===== src/rtl/tiny_dnn_pool_pkg.sv =====
// Shared types and helpers for the streaming 2x2 max-pool block.
// Optional argmax datapath is enabled by defining TINY_DNN_POOL_ARGMAX_EN.
package tiny_dnn_pool_pkg;

  typedef enum logic [1:0] {
    S_IDLE = 2'd0,
    S_EVEN = 2'd1,
    S_ODD  = 2'd2
  } state_t;

  localparam int PTR_W = 16;

  // A plane is legal if it has at least one row pair and whole beats per row.
  function automatic logic cfg_ok(input int iw, input int ih, input int lanes, input int max_w);
    return (iw != 0) && (ih >= 2) && (iw <= max_w) && ((iw % lanes) == 0);
  endfunction

endpackage


===== src/rtl/tiny_dnn_pool_cmp.sv =====
// Two-input signed max with optional argmax; operand a is the earlier pixel,
// so ties keep a. Argmax ports exist only with TINY_DNN_POOL_ARGMAX_EN.
module tiny_dnn_pool_cmp
  import tiny_dnn_pool_pkg::*;
#(
  parameter int DATA_W = 16
) (
  input  logic signed [DATA_W-1:0] a_val,
  input  logic signed [DATA_W-1:0] b_val,
`ifdef TINY_DNN_POOL_ARGMAX_EN
  input  logic [PTR_W-1:0]         a_ptr,
  input  logic [PTR_W-1:0]         b_ptr,
  output logic [PTR_W-1:0]         y_ptr,
`endif
  output logic signed [DATA_W-1:0] y_val
);

  logic take_b;

  assign take_b = b_val > a_val;
  assign y_val  = take_b ? b_val : a_val;

`ifdef TINY_DNN_POOL_ARGMAX_EN
  assign y_ptr  = take_b ? b_ptr : a_ptr;
`endif

endmodule


===== src/rtl/tiny_dnn_pool_stream.sv =====
// Streaming 2x2 stride-2 max pooling over a row-major plane, LANES pixels per beat.
// TINY_DNN_POOL_ARGMAX_EN adds the per-output argmax pointer on dst_ptr.
module tiny_dnn_pool_stream
  import tiny_dnn_pool_pkg::*;
#(
  parameter int LANES  = 4,
  parameter int DATA_W = 16,
  parameter int MAX_W  = 32,
  parameter int DIM_W  = 6
) (
  input  logic                        clk,
  input  logic                        rst,
  input  logic                        start,
  input  logic [DIM_W-1:0]            iw,
  input  logic [DIM_W-1:0]            ih,
  input  logic                        src_valid,
  input  logic [LANES*DATA_W-1:0]     src_data,
  input  logic                        src_last,
  output logic                        src_ready,
  output logic                        dst_valid,
  output logic [LANES/2*DATA_W-1:0]   dst_data,
  output logic [LANES/2*PTR_W-1:0]    dst_ptr,
  output logic                        dst_last,
  input  logic                        dst_ready,
  output logic                        busy,
  output logic                        p_fin,
  output logic                        err
);

  localparam int OL     = LANES / 2;
  localparam int NBEATS = MAX_W / LANES;
  localparam int BC_W   = (NBEATS > 1) ? $clog2(NBEATS) : 1;
  localparam int LG_L   = $clog2(LANES);

  state_t state, state_nx;

  logic [DIM_W-1:0]     bpr;
  logic [DIM_W-1:0]     beat_cnt;
  logic [DIM_W-1:0]     rows_left;
  logic [BC_W-1:0]      beat_idx;
  logic                 in_done, in_done_nx;
  logic                 dst_valid_nx;
  logic                 accept, row_end, final_beat, cfg_good, start_take, fin;

  logic [OL*DATA_W-1:0] lb_val [NBEATS];
  logic [OL*DATA_W-1:0] top_val;
  logic [OL*DATA_W-1:0] h_val;
  logic [OL*DATA_W-1:0] v_val;

`ifdef TINY_DNN_POOL_ARGMAX_EN
  logic [PTR_W-1:0]     ptr_cnt;
  logic [OL*PTR_W-1:0]  lb_ptr [NBEATS];
  logic [OL*PTR_W-1:0]  top_ptr;
  logic [OL*PTR_W-1:0]  h_ptr;
  logic [OL*PTR_W-1:0]  v_ptr;
`endif

  assign beat_idx   = beat_cnt[BC_W-1:0];
  assign accept     = src_valid & src_ready;
  assign row_end    = (beat_cnt == bpr - DIM_W'(1));
  assign final_beat = row_end && (rows_left == DIM_W'(1));
  assign cfg_good   = cfg_ok(int'(iw), int'(ih), LANES, MAX_W);
  assign start_take = start && !busy;
  assign top_val    = lb_val[beat_idx];

  // Stage h pairs columns within the current beat; stage v folds in the stored top row.
  for (genvar k = 0; k < OL; k++) begin : g_lane
    tiny_dnn_pool_cmp #(.DATA_W(DATA_W)) u_h (
      .a_val (src_data[(2*k)*DATA_W +: DATA_W]),
      .b_val (src_data[(2*k+1)*DATA_W +: DATA_W]),
`ifdef TINY_DNN_POOL_ARGMAX_EN
      .a_ptr (ptr_cnt + PTR_W'(2*k)),
      .b_ptr (ptr_cnt + PTR_W'(2*k+1)),
      .y_ptr (h_ptr[k*PTR_W +: PTR_W]),
`endif
      .y_val (h_val[k*DATA_W +: DATA_W])
    );

    tiny_dnn_pool_cmp #(.DATA_W(DATA_W)) u_v (
      .a_val (top_val[k*DATA_W +: DATA_W]),
      .b_val (h_val[k*DATA_W +: DATA_W]),
`ifdef TINY_DNN_POOL_ARGMAX_EN
      .a_ptr (top_ptr[k*PTR_W +: PTR_W]),
      .b_ptr (h_ptr[k*PTR_W +: PTR_W]),
      .y_ptr (v_ptr[k*PTR_W +: PTR_W]),
`endif
      .y_val (v_val[k*DATA_W +: DATA_W])
    );
  end

  always_comb begin
    state_nx     = state;
    src_ready    = 1'b0;
    dst_valid_nx = dst_valid;
    case (state)
      S_IDLE: begin
        if (start_take && cfg_good) state_nx = S_EVEN;
      end
      S_EVEN: begin
        src_ready = 1'b1;
        if (accept && row_end) state_nx = (rows_left == DIM_W'(1)) ? S_IDLE : S_ODD;
      end
      S_ODD: begin
        src_ready = ~dst_valid | dst_ready;
        if (accept && row_end) state_nx = (rows_left == DIM_W'(1)) ? S_IDLE : S_EVEN;
      end
      default: state_nx = S_IDLE;
    endcase
    if (dst_valid && dst_ready) dst_valid_nx = 1'b0;
    if (state == S_ODD && accept) dst_valid_nx = 1'b1;
  end

  // Completion needs both the last input beat and an empty output register.
  assign in_done_nx = in_done | (accept & final_beat);
  assign fin        = busy && in_done_nx && !dst_valid_nx;

  always_ff @(posedge clk or posedge rst) begin
    if (rst) begin
      state     <= S_IDLE;
      bpr       <= '0;
      beat_cnt  <= '0;
      rows_left <= '0;
      in_done   <= 1'b0;
      busy      <= 1'b0;
      p_fin     <= 1'b0;
      err       <= 1'b0;
      dst_valid <= 1'b0;
      dst_last  <= 1'b0;
      dst_data  <= '0;
    end else begin
      state     <= state_nx;
      dst_valid <= dst_valid_nx;
      in_done   <= in_done_nx;
      p_fin     <= fin;
      if (fin) busy <= 1'b0;

      if (start_take) begin
        if (cfg_good) begin
          err       <= 1'b0;
          busy      <= 1'b1;
          bpr       <= iw >> LG_L;
          rows_left <= ih;
          beat_cnt  <= '0;
          in_done   <= 1'b0;
        end else begin
          err <= 1'b1;
        end
      end

      // Framing mismatches are flagged but counting follows the latched config.
      if (accept) begin
        if (src_last != final_beat) err <= 1'b1;
        if (row_end) begin
          beat_cnt  <= '0;
          rows_left <= rows_left - DIM_W'(1);
        end else begin
          beat_cnt  <= beat_cnt + DIM_W'(1);
        end
      end

      if (state == S_ODD && accept) begin
        dst_data <= v_val;
        dst_last <= row_end && (rows_left <= DIM_W'(2));
      end else if (dst_valid && dst_ready) begin
        dst_last <= 1'b0;
      end
    end
  end

  always_ff @(posedge clk) begin
    if (state == S_EVEN && accept) lb_val[beat_idx] <= h_val;
  end

`ifdef TINY_DNN_POOL_ARGMAX_EN
  assign top_ptr = lb_ptr[beat_idx];

  always_ff @(posedge clk or posedge rst) begin
    if (rst) begin
      ptr_cnt <= '0;
      dst_ptr <= '0;
    end else begin
      if (start_take && cfg_good) ptr_cnt <= '0;
      else if (accept) ptr_cnt <= ptr_cnt + PTR_W'(LANES);
      if (state == S_ODD && accept) dst_ptr <= v_ptr;
    end
  end

  always_ff @(posedge clk) begin
    if (state == S_EVEN && accept) lb_ptr[beat_idx] <= h_ptr;
  end
`else
  assign dst_ptr = '0;
`endif

endmodule


===== config.mk =====
export PLATFORM = sky130hd
export DESIGN_NAME = tiny_dnn_pool_stream
export DESIGN_NICKNAME = d
export VERILOG_FILES = /design/src/rtl/tiny_dnn_pool_pkg.sv /design/src/rtl/tiny_dnn_pool_cmp.sv /design/src/rtl/tiny_dnn_pool_stream.sv
export SDC_FILE = /design/constraint.sdc
export NUM_CORES = 1
export LEC_CHECK = 0
export BUFFER_PORTS_ARGS = -buffer_cell sky130_fd_sc_hd__buf_4
export CORE_MARGIN = 2
export CORE_UTILIZATION = 62
export DETAILED_ROUTE_END_ITERATION = 6
export PLACE_DENSITY_LB_ADDON = 0.3
export SYNTH_ARGS = -nofsm -noshare
export SYNTH_HDL_FRONTEND = slang
export SYNTH_HIERARCHICAL = 1
export SYNTH_SLANG_ARGS = --single-unit

===== constraint.sdc =====
create_clock -name clk -period 8.81 [get_ports clk]
set_clock_uncertainty 0.1 [all_clocks]
set_input_delay 0.4405 -clock clk [delete_from_list [all_inputs] [get_ports clk]]
set_output_delay 0.4405 -clock clk [all_outputs]
set_load 0.01 [all_outputs]

==> run metrics <==
First-pass DRT Iterations 5; Die Span X around 160 µm; Antenna Nets Post-Route 0; hold endpoint bpr[1]; grt met1 use 36.0%; port bufs 119; Global Route met2 Usage a little under half; main area contributors after synthesis edfxtp_1 (50%), dfrtp_1 (9.1%), mux2_2 (6.4%); Worst EP required just over 9000 ps; synthesized area between 0.015 and 0.02 mm²; row cnt 57; Max Cap Violations 0; H-tree levels 1; Synth Flop Type edfxtp_1; Placer Congestion about 0.86; EDFF count, synth between 200 and 300; initial antenna violation count 0; Clock Sinks around 310; initial DRC count roughly 840; worst r2r dst dst_data[31]; number of stages on the worst hold path 3; Period minus WS final 6070 ps; drt via density 6.12; fin util 71.9%; Initial Util 63.3%; HPWL after detailed placement 21200 µm; routed wire length roughly 34000 µm; Tcrit/Tclk final 68.9%; wire per inst 22.3 µm; Worst Hold Class in -> reg; leak pwr 6.86 nW; Clock transition at path regs 70 ps; Hold Fails Final Rpt 0; most common cell after layout, fill and taps aside edfxtp_1; number of global-route vias before repair 9582; Area Overhead vs Synth 13.6%; share of the synthesized area in the top cell type 49.9%; status finished clean; Overall Global Routing Usage 26.6%; fmax 0.165 GHz; gr ovfl total 0; grt peak-use layer met2; Synth area leader edfxtp_1; DR DRC count 0; count of pins over their slew limit 0; RSZ-0062 raised after global routing false; # IOs 152; Critical Path Source Type flip-flop; PwrDens approximately 270 mW/mm²; # fillers 1582; Gate Count Post-Synth 1062; Die Y 162 µm; Inserted Clock Buffers 31; CORE AREA about 0.024 mm²; FF-to-FF setup slack 2740 ps; CP arrival 6400 ps; GR Layer Usage met3 3.78%; crit path capture type flip-flop; TNS Setup 0 ps; post-synthesis sequential area ratio 59.0%; FF+latch area 0.00909 mm²; Max-slew headroom between 20% and 30%; pin count of the biggest net entering global routing 61; Multi-input gate area 0.00565 mm²; CTS tree yes; r2r startpoint beat_cnt[0]; R2R depth 14; area post-placement 0.0165 mm²; routed vias 9420; worst-path fanout max 34; clk_lat worst skew 550 ps; Root Buffer clkbuf_16; Die ar. 0.0261 mm²; post-route design area 0.0175 mm²; Hold Startpoint iw[3]; first-pass GRT wire length 53300 µm; syn avg cell area 14.5 µm²; Antenna Cells 0; Final setup viols 0; yosys warns 6; register bit count reported by yosys 312; buffer levels on the longest clock path 3; layout cells sized above 1 31.9%; hold slack 20.3 ps; Tightest Pin Transition 1190 ps; post-synth cell types 66; FFs w/ async S/R, synth 17.9%; worst vdd ir between 0.15 and 0.2 mV; most frequent cells in the layout edfxtp_1 (256), buf_4 (135), inv_1 (88), mux2_2 (88), ha_1 (73); Layout Nets 1346; Crit Path Category reg -> reg
[worst max-delay path by stage]
stage	start	to	cells after the start
floorplan	src_data[43]	dst_data[27]	18
global placement	src_data[13]	dst_data[3]	17
detailed placement	src_data[43]	dst_data[18]	17
CTS	beat_cnt[0]	dst_data[1]	13
global route	beat_cnt[0]	dst_data[31]	13
finish	beat_cnt[0]	dst_data[31]	14
[sequential cells by signal (all words and copies together), names as in the netlist]
signal	cells
bpr	4
busy	1
beat_cnt	6
err	1
p_fin	1
dst_data	32
in_done	1
rows_left	6
state	2
dst_valid	1
dst_last	1
lb_val	256
[synthesized netlist by cell type (15+ instances only)]
| cell type | n |
|---|---|
| a221oi_1 | 15 |
| mux2_4 | 40 |
| a21oi_1 | 38 |
| nor4_1 | 16 |
| mux2_2 | 88 |
| inv_1 | 89 |
| edfxtp_1 | 256 |
| mux4_2 | 31 |
| buf_4 | 32 |
| nor2_1 | 31 |
| nand2_1 | 65 |
| o21ai_0 | 36 |
| clkbuf_1 | 19 |
| dfrtp_1 | 56 |
| mux2i_1 | 16 |
| ha_1 | 73 |
[through the flow]
stage / instances / power, mW / setup slack (ps)
4_1_cts: 1539 / 4.78 / 2790
2_1_floorplan: 1093 / 3.07 / 3150
6_report: 1539 / 4.77 / 2740
3_3_place_gp: 1481 / 3.45 / 2410
3_5_place_dp: 1481 / 3.49 / 2310
5_1_grt: 1539 / 5.00 / 2560
[worst max-delay path, cell delays in order, from the launching register on]
cell	delay (ps)
dfrtp_4	800
inv_1	560
nor2_1	640
buf_4	300
a221oi_1	100
o22ai_1	420
inv_1	90
ha_1	310
nand2_1	70
or4_4	490
or4_4	540
nand3_2	110
mux2i_4	730
mux2_2	420
mux2_2	270
[power by group]
part | switching [mW] | total (mW) | internal (mW)
Clock | 0.543 | 1.28 | 0.732
Combinational | 0.869 | 1.66 | 0.788
Sequential | 0.103 | 1.84 | 1.74
[final cells by class]
| class | count | share of cell area [%] |
|---|---|---|
| clock inverter | 22 | 1.10 |
| timing repair buffer | 136 | 5.85 |
| clock buffer | 35 | 4.52 |
| multi-input combinational | 621 | 32.3 |
| inverter | 89 | 1.91 |
| tap | 324 | 2.32 |
| sequential | 312 | 52.0 |
[metal layers]
layer | vias up | routed length (µm)
li1 | 4240 | -
met1 | 4732 | 13900
met2 | 371 | 17300
met3 | 77 | 2120
met4 | 0 | 1010
met5 | - | 0
[cells by family after synthesis]
group / after synthesis / synth area share (%)
flops: 312 / 59.0
xor+xnor: 8 / 0.455
fa+ha+maj: 73 / 5.93
compound gates: 152 / 6.74
buf+inv: 160 / 5.35
other cells: 1 / 0.0244
simple gates: 177 / 5.98
mux: 179 / 16.5
[timing repair]
item / CTS / global route
buffers inserted: 0 / 0
hold buffers: 1 / 0
hold endpoints to repair: 1 / 0
resized for setup: 0 / 0
(Power assumes the default switching activity.)
